`src/rtl/wbm_pkg.sv`:
```
// Shared types and address map for the Wishbone host loader.
// Base addresses mirror the slave controller's decode constants.
package wbm_pkg;

    typedef enum logic [1:0] {
        OP_REG_WR = 2'd0,
        OP_MEM_WR = 2'd1,
        OP_MEM_RD = 2'd2
    } op_e;

    typedef enum logic [1:0] {
        RG_REG   = 2'd0,
        RG_QUERY = 2'd1,
        RG_LEAF  = 2'd2,
        RG_BEST  = 2'd3
    } region_e;

    typedef enum logic [2:0] {
        ST_IDLE = 3'd0,
        ST_LO   = 3'd1,
        ST_GAP  = 3'd2,
        ST_HI   = 3'd3,
        ST_RSP  = 3'd4
    } state_e;

    localparam logic [31:0] BASE_REG   = 32'h3000_0000;
    localparam logic [31:0] BASE_QUERY = 32'h3100_0000;
    localparam logic [31:0] BASE_LEAF  = 32'h3200_0000;
    localparam logic [31:0] BASE_BEST  = 32'h3300_0000;

    // Encoding 3 is reserved and behaves as a read.
    function automatic op_e decode_op(input logic [1:0] raw);
        case (raw)
            2'd0:    return OP_REG_WR;
            2'd1:    return OP_MEM_WR;
            default: return OP_MEM_RD;
        endcase
    endfunction

    function automatic logic [31:0] region_base(input region_e rg);
        case (rg)
            RG_REG:   return BASE_REG;
            RG_QUERY: return BASE_QUERY;
            RG_LEAF:  return BASE_LEAF;
            default:  return BASE_BEST;
        endcase
    endfunction

endpackage

```
`src/rtl/wbm_beat.sv`:
```
// Single-beat Wishbone engine: drives stb/adr/dat while i_go is high and
// assembles read data into a 64-bit word. Timeout counter under WBM_HOST_TIMEOUT_EN.
module wbm_beat #(
    parameter int TIMEOUT_CYCLES = 255
) (
    input  logic        clk,
    input  logic        rst_n,
    input  logic        i_go,
    input  logic        i_we,
    input  logic        i_half,
    input  logic        i_clr,
    input  logic [31:0] i_adr,
    input  logic [31:0] i_dat,
    input  logic [31:0] i_wb_dat,
    input  logic        i_wb_ack,
    output logic        o_stb,
    output logic        o_we,
    output logic [3:0]  o_sel,
    output logic [31:0] o_adr,
    output logic [31:0] o_dat,
    output logic        o_done,
    output logic        o_timeout,
    output logic [63:0] o_rdata
);

    logic [63:0] r_rdata;
    logic        w_done;

    // Bus fields are gated by stb so the bus idles at all-zero.
    assign o_stb   = i_go;
    assign o_we    = i_go & i_we;
    assign o_sel   = i_go ? 4'hF : 4'h0;
    assign o_adr   = i_go ? i_adr : 32'h0;
    assign o_dat   = i_go ? i_dat : 32'h0;
    assign w_done  = i_go & i_wb_ack;
    assign o_done  = w_done;
    assign o_rdata = r_rdata;

    always_ff @(posedge clk or negedge rst_n) begin
        if (!rst_n) begin
            r_rdata <= 64'h0;
        end else if (i_clr) begin
            r_rdata <= 64'h0;
        end else if (w_done && !i_we) begin
            if (i_half) r_rdata[63:32] <= i_wb_dat;
            else        r_rdata[31:0]  <= i_wb_dat;
        end
    end

`ifdef WBM_HOST_TIMEOUT_EN
    localparam int CNT_W = $clog2(TIMEOUT_CYCLES + 1);

    logic [CNT_W-1:0] r_cnt;

    // Cleared whenever stb is low, so every beat starts from zero.
    always_ff @(posedge clk or negedge rst_n) begin
        if (!rst_n)     r_cnt <= '0;
        else if (!i_go) r_cnt <= '0;
        else            r_cnt <= r_cnt + CNT_W'(1);
    end

    assign o_timeout = i_go & ~i_wb_ack & (r_cnt == CNT_W'(TIMEOUT_CYCLES - 1));
`else
    assign o_timeout = 1'b0;
`endif

endmodule

```
`src/rtl/wbm_host_loader.sv`:
```
// Wishbone classic master turning 64-bit host commands into one or two 32-bit beats.
// Optional per-beat ack timeout enabled by defining WBM_HOST_TIMEOUT_EN.
module wbm_host_loader
    import wbm_pkg::*;
#(
    parameter int ADDR_W         = 16,
    parameter int TIMEOUT_CYCLES = 255
) (
    input  logic              wb_clk_i,
    input  logic              wb_rst_ni,
    input  logic              cmd_valid_i,
    output logic              cmd_ready_o,
    input  logic [1:0]        cmd_op_i,
    input  logic [1:0]        cmd_region_i,
    input  logic [ADDR_W-1:0] cmd_addr_i,
    input  logic [63:0]       cmd_wdata_i,
    output logic              rsp_valid_o,
    input  logic              rsp_ready_i,
    output logic [63:0]       rsp_rdata_o,
    output logic              rsp_err_o,
    output logic              busy_o,
    output logic              wbs_cyc_o,
    output logic              wbs_stb_o,
    output logic              wbs_we_o,
    output logic [3:0]        wbs_sel_o,
    output logic [31:0]       wbs_adr_o,
    output logic [31:0]       wbs_dat_o,
    input  logic [31:0]       wbs_dat_i,
    input  logic              wbs_ack_i
);

    state_e            r_state, w_next;
    op_e               r_op;
    region_e           r_region;
    logic [ADDR_W-1:0] r_addr;
    logic [63:0]       r_wdata;

    logic        w_accept, w_go, w_half, w_we, w_clr;
    logic        w_done, w_timeout;
    logic [31:0] w_adr, w_dat;

    assign w_accept = cmd_valid_i && (r_state == ST_IDLE);
    assign w_go     = (r_state == ST_LO) || (r_state == ST_HI);
    assign w_half   = (r_state == ST_HI);
    assign w_we     = (r_op != OP_MEM_RD);
    assign w_clr    = w_accept && (decode_op(cmd_op_i) != OP_MEM_RD);

    // Register space is word-per-address; memories pack two words per entry.
    always_comb begin
        w_adr = region_base(r_region);
        if (r_region == RG_REG)
            w_adr = w_adr + {31'h0, r_addr[0]};
        else
            w_adr = w_adr + (32'(r_addr) << 1) + {31'h0, w_half};
        w_dat = w_half ? r_wdata[63:32] : r_wdata[31:0];
    end

    wbm_beat #(
        .TIMEOUT_CYCLES(TIMEOUT_CYCLES)
    ) u_beat (
        .clk       (wb_clk_i),
        .rst_n     (wb_rst_ni),
        .i_go      (w_go),
        .i_we      (w_we),
        .i_half    (w_half),
        .i_clr     (w_clr),
        .i_adr     (w_adr),
        .i_dat     (w_dat),
        .i_wb_dat  (wbs_dat_i),
        .i_wb_ack  (wbs_ack_i),
        .o_stb     (wbs_stb_o),
        .o_we      (wbs_we_o),
        .o_sel     (wbs_sel_o),
        .o_adr     (wbs_adr_o),
        .o_dat     (wbs_dat_o),
        .o_done    (w_done),
        .o_timeout (w_timeout),
        .o_rdata   (rsp_rdata_o)
    );

    always_ff @(posedge wb_clk_i or negedge wb_rst_ni) begin
        if (!wb_rst_ni) begin
            r_op     <= OP_REG_WR;
            r_region <= RG_REG;
            r_addr   <= '0;
            r_wdata  <= 64'h0;
        end else if (w_accept) begin
            r_op     <= decode_op(cmd_op_i);
            r_region <= region_e'(cmd_region_i);
            r_addr   <= cmd_addr_i;
            r_wdata  <= cmd_wdata_i;
        end
    end

    always_ff @(posedge wb_clk_i or negedge wb_rst_ni) begin
        if (!wb_rst_ni) r_state <= ST_IDLE;
        else            r_state <= w_next;
    end

    always_comb begin
        w_next = r_state;
        case (r_state)
            ST_IDLE: if (w_accept) w_next = ST_LO;
            ST_LO: begin
                if (w_done)         w_next = (r_op == OP_REG_WR) ? ST_RSP : ST_GAP;
                else if (w_timeout) w_next = ST_RSP;
            end
            ST_GAP:  w_next = ST_HI;
            ST_HI:   if (w_done || w_timeout) w_next = ST_RSP;
            ST_RSP:  if (rsp_ready_i) w_next = ST_IDLE;
            default: w_next = ST_IDLE;
        endcase
    end

`ifdef WBM_HOST_TIMEOUT_EN
    logic r_err;

    always_ff @(posedge wb_clk_i or negedge wb_rst_ni) begin
        if (!wb_rst_ni)     r_err <= 1'b0;
        else if (w_accept)  r_err <= 1'b0;
        else if (w_timeout) r_err <= 1'b1;
    end

    assign rsp_err_o = r_err;
`else
    assign rsp_err_o = 1'b0;
`endif

    assign cmd_ready_o = (r_state == ST_IDLE);
    assign busy_o      = (r_state != ST_IDLE);
    assign rsp_valid_o = (r_state == ST_RSP);
    assign wbs_cyc_o   = w_go || (r_state == ST_GAP);

endmodule

```
`config.mk`:
```
export PLATFORM = sky130hd
export DESIGN_NAME = wbm_host_loader
export DESIGN_NICKNAME = d
export VERILOG_FILES = /design/src/rtl/wbm_pkg.sv /design/src/rtl/wbm_beat.sv /design/src/rtl/wbm_host_loader.sv
export SDC_FILE = /design/constraint.sdc
export NUM_CORES = 1
export LEC_CHECK = 0
export CAP_MARGIN = 20
export CORE_ASPECT_RATIO = 1.4
export CORE_UTILIZATION = 48
export CTS_CLUSTER_DIAMETER = 120
export CTS_CLUSTER_SIZE = 24
export DETAILED_ROUTE_END_ITERATION = 12
export PLACE_DENSITY_LB_ADDON = 0.3
export SETUP_SLACK_MARGIN = 0.5
export SLEW_MARGIN = 20
export SYNTH_ARGS = -nofsm -noshare
export SYNTH_HDL_FRONTEND = slang
export SYNTH_SLANG_ARGS = --single-unit
```
`constraint.sdc`:
```
create_clock -name wb_clk_i -period 3.75 [get_ports wb_clk_i]
set_clock_uncertainty 0.05 [all_clocks]
set_input_delay 0.75 -clock wb_clk_i [delete_from_list [all_inputs] [get_ports wb_clk_i]]
set_output_delay 0.75 -clock wb_clk_i [all_outputs]
set_load 0.01 [all_outputs]
```
==> qor.yml <==
clock_network:
  numCtsBuffers: 17
  cts_tree: "done"
  h-tree-depth: 4
  clockBufferDepth: 2
  clock_sinks: 151
  clkTransAtPathRegs_ns: 0.06
  clockRootBuffer: "clkbuf_16"
  clk_latency_ns: 0.40
  cts_setup_buffers: 0
final_layout:
  final_nets: 958
  synthToLayoutAreaGrowth_pct: 45.4
  diodes: 0
  final_common_cell: "clkdlybuf4s50_1"
  layout_common_cells: "clkdlybuf4s50_1 (246), dfrtp_1 (150), o21ai_0 (68)"
  drive_above_1_share_pct: 12.7
  post_layout_nonfiller_instances: 1035
grt:
  grt_max_degree: 83
  grt_pass1_wl_mm: 28.4
  grt-ovfl-total: 0
  grt_use_total_pct: 25.1
  grt_pass1_vias: 5824
  antenna_found_initial: 0
sta:
  fmax_ghz: 0.320
  drv_slew: 0
  setup_tns_ns: 0
  setup_viol: 0
  worst_pin_slew_ns: 0.923
  period_share_pct: 83.3
  relSlewSlack_pct: 38.4
  period_needed_ns: 3.12
  rsz0062_at_grt: "no"
  finalHoldViolCount: 0
  worst_hold_slack_ns: 0.319
setup_path:
  crit_path_start_kind: "flop"
  crit_type: "reg2out"
  rrSetupSlack_ns: 1.28
  crit_family: "buffers and inverters"
  r2r_cells: 4
  cp_num_buf_inv: 2
  crit_chain: "buf_4, o21ai_0, a21oi_1, clkdlybuf4s50_1"
  cp_max_fo: 26
  critPathMaxStageDelay_ns: 0.68
  cp.arrival_ns: 2.32
  cp_data_required_time_ns: 2.95
  critPathCaptureType: "output port"
  reg2reg_to: "u_beat.o_rdata[49]"
  reg2reg_from: "r_state[2]"
  cp_slowest_cell: "dfrtp_4"
yosys:
  yosys_warnings: 0
  yosys.cell_types.count: 27
  syn-cell-area_um2: 6840
  yosysSeqAreaShare_pct: 55.2
  syn_inst: 623
  ys_seq_elements: 151
  syn_area_per_cell_um2: 11.0
routing:
  route.detailed.drc: 0
  detail_route.iter0.violations: 289
  drt-pass1-iter-count: 5
  wire_per_inst_um: 17.4
  vias_per_cell: 5.42
  detailroute.via_count: 5613
  antenna_left: 0
  drt_wl_total_mm: 18.0
die:
  rows: 51
  die-area_um2: 14700
  num_io_pins: 260
  die_h_um: 143
  core_um2: 13900
  die_w_um: 103
  start_util_pct: 49.2
place:
  gp_congestion: 0.803
  dp.cells: 1003
  hpwl_mm: 12.7
  io_buffers: 247
flow_run:
  maxCapViolCount: 0
power:
  leakage_nw: 4.06
  p_per_area_nw_per_um2: 838
  ir_worst_vdd_mv: 0.477
  total_power_w: 0.00833
hold_path:
  min_path_type: "in2async"
outcome:
  run_status: "completed"
[cells in the mapped netlist]
cell | number | share of area (%)
nor2b_1 | 2 | 0.18
nor4bb_1 | 1 | 0.15
o21ai_0 | 68 | 5.0
o41ai_1 | 2 | 0.26
nand3_1 | 64 | 4.7
mux2_1 | 20 | 3.3
mux2_2 | 60 | 9.9
nand2_1 | 5 | 0.27
a21oi_1 | 66 | 4.8
nand3b_1 | 2 | 0.22
conb_1 | 1 | 0.055
nor2_1 | 42 | 2.3
nand2b_1 | 2 | 0.18
clkbuf_1 | 19 | 1.0
mux2i_1 | 32 | 4.7
nor3b_1 | 1 | 0.11
and2_1 | 18 | 1.6
inv_1 | 6 | 0.33
dfrtp_1 | 151 | 55
buf_2 | 31 | 2.3
o21a_1 | 1 | 0.11
buf_1 | 2 | 0.11
nor4b_4 | 1 | 0.35
nand4bb_1 | 1 | 0.16
nor3_1 | 2 | 0.15
buf_4 | 22 | 2.4
a211oi_1 | 1 | 0.11
[worst max-delay path by stage]
stage / startpoint / to / slack (ns) / cells past startpoint
floorplan: r_state[2] / wbs_adr_o[28] / 1.34 / 6
global placement: wbs_ack_i / u_beat.o_rdata[21] / 0.77 / 5
detailed placement: wbs_ack_i / u_beat.o_rdata[17] / 0.67 / 5
CTS: r_state[2] / wbs_sel_o[1] / 0.53 / 4
global route: r_state[2] / wbs_adr_o[29] / 0.50 / 4
finish: r_state[1] / wbs_adr_o[0] / 0.63 / 4
[sequential cells by signal, summed over array words and instances (netlist names)]
| signal | flops |
|---|---|
| r_wdata | 64 |
| u_beat.o_rdata | 64 |
| r_addr | 16 |
| r_state | 3 |
| r_op | 2 |
| r_region | 2 |
[timing repair]
action,CTS,global route
setup endpoints to repair,19,21
resized for setup,2,2
hold buffers,0,0
[final cells by class]
class | instances | area, um2
Clock buffer | 21 | 440
Clock inverter | 11 | 174
Fill cell | 1037 | 3970
Inverter | 6 | 22.5
Multi-Input combinational cell | 403 | 2720
Sequential cell | 151 | 3780
Tap cell | 185 | 231
Timing Repair Buffer | 258 | 2570
[report_power, final]
part	internal [W]	switching (W)	total, W
combinational	0.00201	0.00173	0.00374
clock	0.00112	0.000650	0.00177
sequential	0.00235	0.000472	0.00282
[per-layer routing]
metal	vias to the layer above	track usage, %	wire length (um)
met4	0	10.2	397
met3	34	7.54	1480
met5	-	0	0
met1	2740	27.8	6470
met2	264	44.4	9630
li1	2575	-	-
[metrics by stage]
stage | util (%) | setup WS, ns | cell area (um2)
after detailed placement | 67.0 | 0.671 | 9310
after CTS | 71.4 | 0.531 | 9930
after global placement | 67.0 | 0.765 | 9310
final | 71.5 | 0.628 | 9940
after floorplan | - | 1.34 | 6880
after global routing | 71.5 | 0.504 | 9940
[worst register-to-register path: cells and delay by family, from the launching register on]
kind / cells / cell delay [ns]
AND/OR/NAND/NOR: 1 / 0.92
flip-flops: 1 / 0.53
buffers and inverters: 1 / 0.51
AO/OA/AOI/OAI: 2 / 0.33
[logic make-up (layout without fill, tap and decap cells)]
| group | Yosys count | in the layout | synth area share, % |
|---|---|---|---|
| compound gates | 138 | 138 | 10.3 |
| buf+inv | 80 | 296 | 6.16 |
| flops | 151 | 151 | 55.2 |
| mux | 112 | 112 | 17.9 |
| other cells | 1 | 12 | 0.0548 |
| simple gates | 141 | 141 | 10.4 |
(Power assumes the default switching activity.)
